===== src/rtl/spi_adc_pkg.sv =====
// Shared types and helpers for the multi-channel SPI ADC sampler.
package spi_adc_pkg;

    typedef enum logic [1:0] {
        ST_IDLE = 2'd0,
        ST_CONV = 2'd1,
        ST_PUSH = 2'd2,
        ST_DONE = 2'd3
    } state_e;

    // Channel tag width: at least one bit even for a single channel
    function automatic int unsigned calc_chw(input int unsigned n_ch);
        return (n_ch > 1) ? $clog2(n_ch) : 1;
    endfunction

    localparam int unsigned DEF_DATA_W = 8;
    localparam int unsigned DEF_N_CH   = 2;
    localparam int unsigned DEF_CHW    = calc_chw(DEF_N_CH);

    // Tagged FIFO word as seen by consumers of the default configuration
    typedef struct packed {
        logic [DEF_CHW-1:0]    ch;
        logic [DEF_DATA_W-1:0] sample;
    } tagged_word_t;

endpackage


===== src/rtl/spi_adc_mc_fifo_fifo.sv =====
// First-word-fall-through synchronous FIFO with fill count.
module tagged_sync_fifo #(
    parameter  int unsigned WIDTH = 9,
    parameter  int unsigned DEPTH = 16,
    localparam int unsigned AW    = (DEPTH > 1) ? $clog2(DEPTH) : 1,
    localparam int unsigned CW    = $clog2(DEPTH) + 1
) (
    input  logic             clk,
    input  logic             rst,
    input  logic             push,
    input  logic [WIDTH-1:0] din,
    input  logic             pop,
    output logic [WIDTH-1:0] dout,
    output logic             empty,
    output logic             full,
    output logic [CW-1:0]    count
);
    logic [WIDTH-1:0] mem_q [DEPTH];
    logic [AW-1:0]    wr_ptr_q, wr_ptr_d;
    logic [AW-1:0]    rd_ptr_q, rd_ptr_d;
    logic [CW-1:0]    count_q, count_d;
    logic             do_push_c, do_pop_c;

    // Pointer and count update; pushes when full and pops when empty are ignored
    always_comb begin
        do_push_c = push && (count_q != CW'(DEPTH));
        do_pop_c  = pop && (count_q != '0);
        wr_ptr_d  = do_push_c ? wr_ptr_q + AW'(1) : wr_ptr_q;
        rd_ptr_d  = do_pop_c ? rd_ptr_q + AW'(1) : rd_ptr_q;
        count_d   = count_q;
        if (do_push_c && !do_pop_c) begin
            count_d = count_q + CW'(1);
        end else if (!do_push_c && do_pop_c) begin
            count_d = count_q - CW'(1);
        end
    end

    // Pointer/count registers
    always_ff @(posedge clk or posedge rst) begin
        if (rst) begin
            wr_ptr_q <= '0;
            rd_ptr_q <= '0;
            count_q  <= '0;
        end else begin
            wr_ptr_q <= wr_ptr_d;
            rd_ptr_q <= rd_ptr_d;
            count_q  <= count_d;
        end
    end

    // Storage; cleared on reset so the head word reads zero while empty after reset
    always_ff @(posedge clk or posedge rst) begin
        if (rst) begin
            for (int i = 0; i < int'(DEPTH); i++) begin
                mem_q[i] <= '0;
            end
        end else if (do_push_c) begin
            mem_q[wr_ptr_q] <= din;
        end
    end

    assign dout  = mem_q[rd_ptr_q];
    assign empty = (count_q == '0);
    assign full  = (count_q == CW'(DEPTH));
    assign count = count_q;

endmodule


===== src/rtl/spi_adc_mc_fifo.sv =====
// Multi-channel SPI ADC sampler: shared cs_n/sclk, parallel capture, tagged FIFO push.
module spi_adc_mc_fifo
    import spi_adc_pkg::*;
#(
    parameter  int unsigned DATA_W      = 8,
    parameter  int unsigned N_CH        = 2,
    parameter  int unsigned FIFO_DEPTH  = 16,
    parameter  int unsigned CLK_DIV     = 4,
    parameter  int unsigned AUTO_PERIOD = 256,
    localparam int unsigned CHW         = calc_chw(N_CH),
    localparam int unsigned CW          = $clog2(FIFO_DEPTH) + 1
) (
    input  logic                  clk,
    input  logic                  rst,
    input  logic                  start_sample,
    input  logic                  auto_en,
    input  logic [N_CH-1:0]       din,
    input  logic                  fifo_pop,
    input  logic                  clr_ovf,
    output logic                  cs_n,
    output logic                  sclk,
    output logic                  busy,
    output logic                  done,
    output logic [CHW+DATA_W-1:0] fifo_dout,
    output logic                  fifo_empty,
    output logic                  fifo_full,
    output logic [CW-1:0]         fifo_count,
    output logic                  overflow
);
    localparam int unsigned DIV_W  = (CLK_DIV > 1) ? $clog2(CLK_DIV) : 1;
    localparam int unsigned BIT_W  = $clog2(DATA_W) + 1;
    localparam int unsigned AUTO_W = $clog2(AUTO_PERIOD) + 1;

    typedef struct packed {
        logic [CHW-1:0]    ch;
        logic [DATA_W-1:0] sample;
    } word_t;

    state_e            state_q, state_d;
    logic [DIV_W-1:0]  div_q, div_d;
    logic [BIT_W-1:0]  bit_q, bit_d;
    logic [CHW-1:0]    ch_q, ch_d;
    logic [AUTO_W-1:0] auto_q, auto_d;
    logic              cs_n_q, cs_n_d;
    logic              sclk_q, sclk_d;
    logic              busy_q, busy_d;
    logic              done_q, done_d;
    logic              ovf_q, ovf_d;
    logic [DATA_W-1:0] shreg_q [N_CH];
    logic [DATA_W-1:0] shreg_d [N_CH];
    logic              auto_tick_c;
    logic              space_ok_c;
    logic              push_c;
    word_t             push_word_c;

    // Next-state, sclk divider, capture, push sequencing, auto trigger and overflow
    always_comb begin
        state_d     = state_q;
        div_d       = div_q;
        bit_d       = bit_q;
        ch_d        = ch_q;
        cs_n_d      = cs_n_q;
        sclk_d      = sclk_q;
        busy_d      = busy_q;
        done_d      = 1'b0;
        ovf_d       = ovf_q;
        shreg_d     = shreg_q;
        push_c      = 1'b0;
        auto_tick_c = auto_en && (auto_q == AUTO_W'(AUTO_PERIOD - 1));
        space_ok_c  = (CW'(FIFO_DEPTH) - fifo_count) >= CW'(N_CH);
        push_word_c.ch     = ch_q;
        push_word_c.sample = shreg_q[ch_q];

        if (!auto_en || auto_tick_c) begin
            auto_d = '0;
        end else begin
            auto_d = auto_q + AUTO_W'(1);
        end

        // A drop later in this block overrides the clear
        if (clr_ovf) begin
            ovf_d = 1'b0;
        end

        case (state_q)
            ST_IDLE: begin
                div_d = '0;
                bit_d = '0;
                ch_d  = '0;
                if (start_sample || auto_tick_c) begin
                    state_d = ST_CONV;
                    cs_n_d  = 1'b0;
                    busy_d  = 1'b1;
                end
            end
            ST_CONV: begin
                if (div_q == DIV_W'(CLK_DIV - 1)) begin
                    div_d  = '0;
                    sclk_d = !sclk_q;
                    if (!sclk_q) begin
                        for (int i = 0; i < int'(N_CH); i++) begin
                            shreg_d[i] = DATA_W'({shreg_q[i], din[i]});
                        end
                    end else if (bit_q == BIT_W'(DATA_W - 1)) begin
                        state_d = ST_PUSH;
                        cs_n_d  = 1'b1;
                    end else begin
                        bit_d = bit_q + BIT_W'(1);
                    end
                end else begin
                    div_d = div_q + DIV_W'(1);
                end
            end
            ST_PUSH: begin
                // Space is checked once, on entry; later pops only free more room
                if ((ch_q == '0) && !space_ok_c) begin
                    ovf_d   = 1'b1;
                    state_d = ST_DONE;
                    busy_d  = 1'b0;
                    done_d  = 1'b1;
                end else begin
                    push_c = 1'b1;
                    if (ch_q == CHW'(N_CH - 1)) begin
                        state_d = ST_DONE;
                        busy_d  = 1'b0;
                        done_d  = 1'b1;
                    end else begin
                        ch_d = ch_q + CHW'(1);
                    end
                end
            end
            ST_DONE: begin
                state_d = ST_IDLE;
            end
            default: begin
                state_d = ST_IDLE;
            end
        endcase
    end

    // State and output registers
    always_ff @(posedge clk or posedge rst) begin
        if (rst) begin
            state_q <= ST_IDLE;
            div_q   <= '0;
            bit_q   <= '0;
            ch_q    <= '0;
            auto_q  <= '0;
            cs_n_q  <= 1'b1;
            sclk_q  <= 1'b0;
            busy_q  <= 1'b0;
            done_q  <= 1'b0;
            ovf_q   <= 1'b0;
            for (int i = 0; i < int'(N_CH); i++) begin
                shreg_q[i] <= '0;
            end
        end else begin
            state_q <= state_d;
            div_q   <= div_d;
            bit_q   <= bit_d;
            ch_q    <= ch_d;
            auto_q  <= auto_d;
            cs_n_q  <= cs_n_d;
            sclk_q  <= sclk_d;
            busy_q  <= busy_d;
            done_q  <= done_d;
            ovf_q   <= ovf_d;
            shreg_q <= shreg_d;
        end
    end

    tagged_sync_fifo #(
        .WIDTH (CHW + DATA_W),
        .DEPTH (FIFO_DEPTH)
    ) u_fifo (
        .clk   (clk),
        .rst   (rst),
        .push  (push_c),
        .din   (push_word_c),
        .pop   (fifo_pop),
        .dout  (fifo_dout),
        .empty (fifo_empty),
        .full  (fifo_full),
        .count (fifo_count)
    );

    assign cs_n     = cs_n_q;
    assign sclk     = sclk_q;
    assign busy     = busy_q;
    assign done     = done_q;
    assign overflow = ovf_q;

endmodule

===== config.mk =====
export PLATFORM = sky130hd
export DESIGN_NAME = spi_adc_mc_fifo
export DESIGN_NICKNAME = d
export VERILOG_FILES = /design/src/rtl/spi_adc_pkg.sv /design/src/rtl/spi_adc_mc_fifo_fifo.sv /design/src/rtl/spi_adc_mc_fifo.sv
export SDC_FILE = /design/constraint.sdc
export NUM_CORES = 1
export LEC_CHECK = 0
export CAP_MARGIN = 20
export CORE_MARGIN = 2
export CORE_UTILIZATION = 40
export DETAILED_ROUTE_END_ITERATION = 16
export PLACE_DENSITY = 0.64
export SETUP_SLACK_MARGIN = 0.02
export SLEW_MARGIN = 20
export SYNTH_ARGS = -nofsm -noshare
export SYNTH_HDL_FRONTEND = slang
export SYNTH_HIERARCHICAL = 1
export SYNTH_SLANG_ARGS = --single-unit

===== constraint.sdc =====
create_clock -name clk -period 4.91 [get_ports clk]
set_input_delay 0.491 -clock clk [delete_from_list [all_inputs] [get_ports clk]]
set_output_delay 0.491 -clock clk [all_outputs]
set_load 0.1 [all_outputs]

Word-level counts from Yosys, hierarchy flattened
Index checks and enable logic that the tools add are counted.

operators by class
  equality and inequality tests = 15
  reduce and logical (&&, ||, !) cells = 27
  bitwise gates (word level) = 5
  muxes and demuxes = 45
  add/subtract/negate cells = 9
  order comparisons = 5

operators by type and width
  operator               count
  $bwmux W144            1
  $bmux W9 S4            1
  $demux W9 S4           1
  $mux W9                4
  $mux W8                3
  $mux W1                17
  $mux W2                7
  $add A4 B1 Y4 const B  3
  $mux W4                3
  $ne A2 B2 Y1 const B   6
  $ge A5 B5 Y1 const B   2
  $mux W5                2
  $not A4 Y5             2
  $reduce_and A5 Y1      2
  $add A9 B1 Y9 const B  1
  $eq A9 B8 Y1 const B   1
  $pmux W2 S4            1
  $pmux W4 S2            1
  $logic_and A1 B1 Y1    7
  $eq A2 B2 Y1 const B   3
  $pmux W1 S2            3
  $reduce_and A3 Y1      2
  $reduce_bool A2 Y1     3
  $add A5 B1 Y5 const B  1
  22 further kinds       29

word-level totals
  word-level logic and storage cells = 137
  bits in registers = 196

Longest topological paths before layout
  depth in word-level cells = 11
  gate-level depth with buffers = 15
  depth with buffers taken out = 13

By module
Netlist, hierarchy kept.

modules (own cells, without submodules)
  module            instances  cells an instance  area each (µm²)
  tagged_sync_fifo  1          521                7528.5
  spi_adc_mc_fifo   1          171                1983.2

Worst setup path before layout
No wires, ideal clock.

  kind = register -> register
  start = register u_fifo.count_q[1] (netlist: u_fifo/count[1])
  end = register u_fifo.count_q[4] (netlist: u_fifo/count[4])
  buffers on the path = 0
  path slack = 0.340 ns
  arrival = 4.410 ns
  cell stages (with the launch flop) = 12
  library setup time = 0.160 ns
  cell sequence = dfrtp_1 or4_4 nor2_1 nor2b_1 inv_1 ha_1 inv_1 ha_1 a21o_1 a21oi_1 mux2i_1 xnor2_1

on the way
  word-level cells in the longest chain between the ends = 10

ends and longest elaborated chain
  element                              line                        RTL
  from (decl)                          spi_adc_mc_fifo_fifo.sv:21  logic [CW-1:0] count_q, count_d;
  from (signal assigned)               spi_adc_mc_fifo_fifo.sv:47  count_q <= count_d;
  $sub A5 B5 Y5                        spi_adc_mc_fifo.sv:70       space_ok_c = (CW'(FIFO_DEPTH) - fifo_count) >= CW'(N_CH);
  $ge A5 B2 Y1                         spi_adc_mc_fifo.sv:70
  $logic_not A1 Y1                     spi_adc_mc_fifo.sv:116      if ((ch_q == '0) && !space_ok_c) begin
  $logic_and A1 B1 Y1                  spi_adc_mc_fifo.sv:116
  $mux W1                              spi_adc_mc_fifo.sv:116
  $mux W1                              spi_adc_mc_fifo.sv:85       case (state_q)
  $logic_and A1 B1 Y1                  spi_adc_mc_fifo_fifo.sv:26  do_push_c = push && (count_q != CW'(DEPTH));
  $logic_not A1 Y1                     spi_adc_mc_fifo_fifo.sv:33  end else if (!do_push_c && do_pop_c) begin
  $logic_and A1 B1 Y1                  spi_adc_mc_fifo_fifo.sv:33
  $reduce_bool A2 Y1 (no source line)  -

Parallel ways exist; a longest one is shown, timed or not. The select of a mux whose other input is x is not followed.
A chain may end at the register's enable or synchronous reset.

Worst setup path after layout
  start = register u_fifo.rd_ptr_q[0]
  end = output port fifo_dout[0]

on the way
  word-level cells in the longest chain between the ends = 4

ends and longest elaborated chain
  element                                     line                        RTL
  from (decl)                                 spi_adc_mc_fifo_fifo.sv:20  logic [AW-1:0] rd_ptr_q, rd_ptr_d;
  from (signal assigned)                      spi_adc_mc_fifo_fifo.sv:46  rd_ptr_q <= rd_ptr_d;
  $not A4 Y5 (not written as such)            spi_adc_mc_fifo_fifo.sv:62  assign dout = mem_q[rd_ptr_q];
  $bmux W9 S4                                 spi_adc_mc_fifo_fifo.sv:62
  $mux W9 (not written as such) (2 in a row)  spi_adc_mc_fifo_fifo.sv:62
  to (decl)                                   spi_adc_mc_fifo.sv:24       output logic [CHW+DATA_W-1:0] fifo_dout,

No other way between the ends. The select of a mux whose other input is x is not followed.

==> results.cfg <==
[worst_setup_path]
start_kind = register
worstPathArrival_ns = 3.51
critPathMaxFanout = 45
slowest_stage = clkdlybuf4s50_1
required_ns = 4.42
worstSetupPathType = reg2out
crit_path_cell_trace = buf_12, mux2i_1, a221oi_1, o21ai_0, nand2_1, clkdlybuf4s50_1
cpPeakStageDelay_ns = 1.15
endpoint_kind = output port

[synthesis]
syn_nets = 720
syn_area_sq_mm = 0.00951
syn_area_per_cell_sq_um = 13.7
postSynthCellCount = 692
ys_seq_area_share_pct = 51.6
ys_types = 52
ys_seq_elements = 196
synth_ff_type = dfrtp_1
ys_async_sr_fraction_pct = 100
yosys_warnings = 6
synth_edf_count = 0

[drt]
drc = 0
wl_um = 21000
routedWlPerCell_um = 20.2
ant_nets = 0
drtIter0Drc = 357
drt-pass1-iter-count = 4
viasPerCell = 5.46
vias = 5693

[floorplanning]
die-area_sq_mm = 0.0250
start_util_pct = 40.6
die_h_um = 158
rows = 56
dieWidth_um = 158
coreArea_sq_mm = 0.0234
io_pins = 29

[grt]
grt_usage_pct = 18.0
antenna_found_initial = 0
grt_max_degree = 66
grt-ovfl-total = 0
grt_pass1_vias = 6143
grt_pass1_wl_um = 33900

[finish]
nFillCells = 2095
layout_commonest_cell = dfrtp_1
regArea_sq_mm = 0.00491
postLayoutCellArea_sq_mm = 0.0107
drive_above_1_share_pct = 35.1
multi_input_area_sq_mm = 0.00433
nets = 738
syn2layout_area_growth_pct = 12.3
diodes = 0
final_cell_mix = dfrtp_1 (194), mux2_2 (163), mux2i_1 (29), nand2_1 (28), clkdlybuf4s50_1 (28)

[clock_tree]
clock-sinks = 196
clk_latency_ns = 0.44
htreeDepth = 4
cts_buffer_depth = 2
ctsResizeCount = 0
cts_tree = done
cts.clk_slew.worst_paths_ns = 0.08
cts_buffers = 17
cts-root-buf = clkbuf_16
cts_hold_buf = 0
post-cts-setup-buffer-count = 0

[timing]
hold_viol_final = 0
max_freq_mhz = 250
maxSlewHeadroom_pct = 32.1
worstMarginPinSlew_ns = 1.02
grt_setup_unrepaired = false
setup_viol = 0
timing.final.crit_share_pct = 81.4
tns_ns = 0
finClkSkew_ns = 0.0191
period_minus_slack_ns = 4.00
slew_viol_final = 0

[power]
power_density_mw_per_mm2 = 612
p_seq_share_pct = 34.8
p_clk_share_pct = 21.6
vdd_drop_max_mv = 0.474
p_int_uw = 3630
leakage_uw = 0.00506
p_comb_share_pct = 43.5
p_switching_uw = 2910
p_sw_share_pct = 44.5

[place]
place_area_sq_mm = 0.0101
port_buffers = 28
gp_congestion = 0.742
dp_hpwl_um = 14000

[worst_hold_path]
hold_class = in2async

[job]
drv_cap = 0

[run_status]
status = completed
-- area by class of cell --
class	instances	share of cell area, %
inverters	22	0.820
flip-flops and latches	196	45.9
multi-input cells	438	40.5
well taps	319	3.74
clock buffers	18	4.02
clock inverters	14	1.72
repair buffers	35	3.23
-- worst max-delay path: cells and delay by family (launching register included) --
kind	cells	cell delay, ns
buffers and inverters	2	1.52
DFF	1	0.65
AOI/OAI and AO/OA	2	0.57
and+or+nand+nor	1	0.16
muxes	1	0.14
-- cell usage after synthesis, types with 3 or more instances --
cell type	n	area, sq um
dfrtp_1	195	4880
mux2_2	163	1840
mux2i_1	29	290
nand2_1	28	105
o21ai_0	27	135
inv_1	22	82.6
ha_1	19	238
mux4_2	18	405
clkbuf_1	17	63.8
a21oi_1	16	80.1
nor2_1	14	52.6
xnor2_1	13	114
nand3_1	12	60.1
nand3_4	12	210
a22oi_1	11	82.6
mux2_4	10	150
a221oi_1	9	78.8
buf_2	8	40.0
buf_1	6	22.5
nor2b_1	5	31.3
a31oi_1	4	25.0
and3_1	4	25.0
mux2_1	4	45.0
nand2b_1	4	25.0
xor2_1	4	35.0
buf_6	3	33.8
-- metal layers --
| metal | vias to the layer above | global-route usage (%) | part of all wire, % |
|---|---|---|---|
| met4 | 0 | 6.48 | 2.1 |
| li1 | 2571 | - | - |
| met1 | 2997 | 23.5 | 44 |
| met3 | 25 | 3.56 | 2.9 |
| met2 | 100 | 30.0 | 51 |
| met5 | - | 0 | 0 |
-- registers in the layout, indices dropped and copies added, names as in the netlist, 2 cells and up --
signal,flops
u_fifo/mem_q,144
u_fifo/wr_ptr_q,4
auto_q,9
bit_q,4
u_fifo/rd_ptr_q,4
shreg_q,16
state_q,2
div_q,2
u_fifo/count,5
-- final timing paths --
path                                      to                from  cells past startpoint  slack, ns
hold reg to reg                    auto_q[0]           auto_q[0]                      1       0.47
min in group clk                   auto_q[0]           auto_q[0]                      1       0.47
max in group asynchronous  u_fifo/mem_q[130]                 rst                      3       3.32
hold / removal                      bit_q[3]                 rst                      2       0.47
setup reg to reg             u_fifo/count[4]     u_fifo/count[0]                     14       1.19
setup / recovery                fifo_dout[0]  u_fifo/rd_ptr_q[0]                      6       0.91
-- kinds of logic (layout without fill, tap and decap cells) --
logic type	count (synthesis)	after routing	synth area share, %
compound gates	82	82	5.50
xor+xnor	17	17	1.57
fa+ha+maj	20	20	2.71
buf+inv	58	89	2.97
flops	196	196	51.6
mux	224	224	28.7
simple gates	95	95	7.01
-- per-stage QoR --
| stage | power [uW] | util (%) | setup slack [ns] | instances | hold WS (ns) |
|---|---|---|---|---|---|
| 6_report | 6530 | 45.6 | 0.911 | 1042 | 0.466 |
| 3_5_place_dp | 5150 | 43.0 | 1.21 | 1010 | 0.462 |
| 3_3_place_gp | 5050 | 43.0 | 1.40 | 1010 | 0.439 |
| 2_1_floorplan | 4480 | - | 0.184 | 692 | 0.425 |
| 5_1_grt | 6890 | 45.6 | 0.737 | 1042 | 0.497 |
| 4_1_cts | 6580 | 45.6 | 0.888 | 1042 | 0.462 |
-- power by group through the flow --
| stage | Sequential, uW | Clock (uW) | Combinational (uW) |
|---|---|---|---|
| detailed placement | 2300 | 0 | 2840 |
| global placement | 2280 | 0 | 2770 |
| finish | 2270 | 1410 | 2840 |
| floorplan | 2360 | 0 | 2120 |
| global route | 2330 | 1520 | 3040 |
| CTS | 2270 | 1450 | 2850 |
Power figures use the tool's default switching activity.
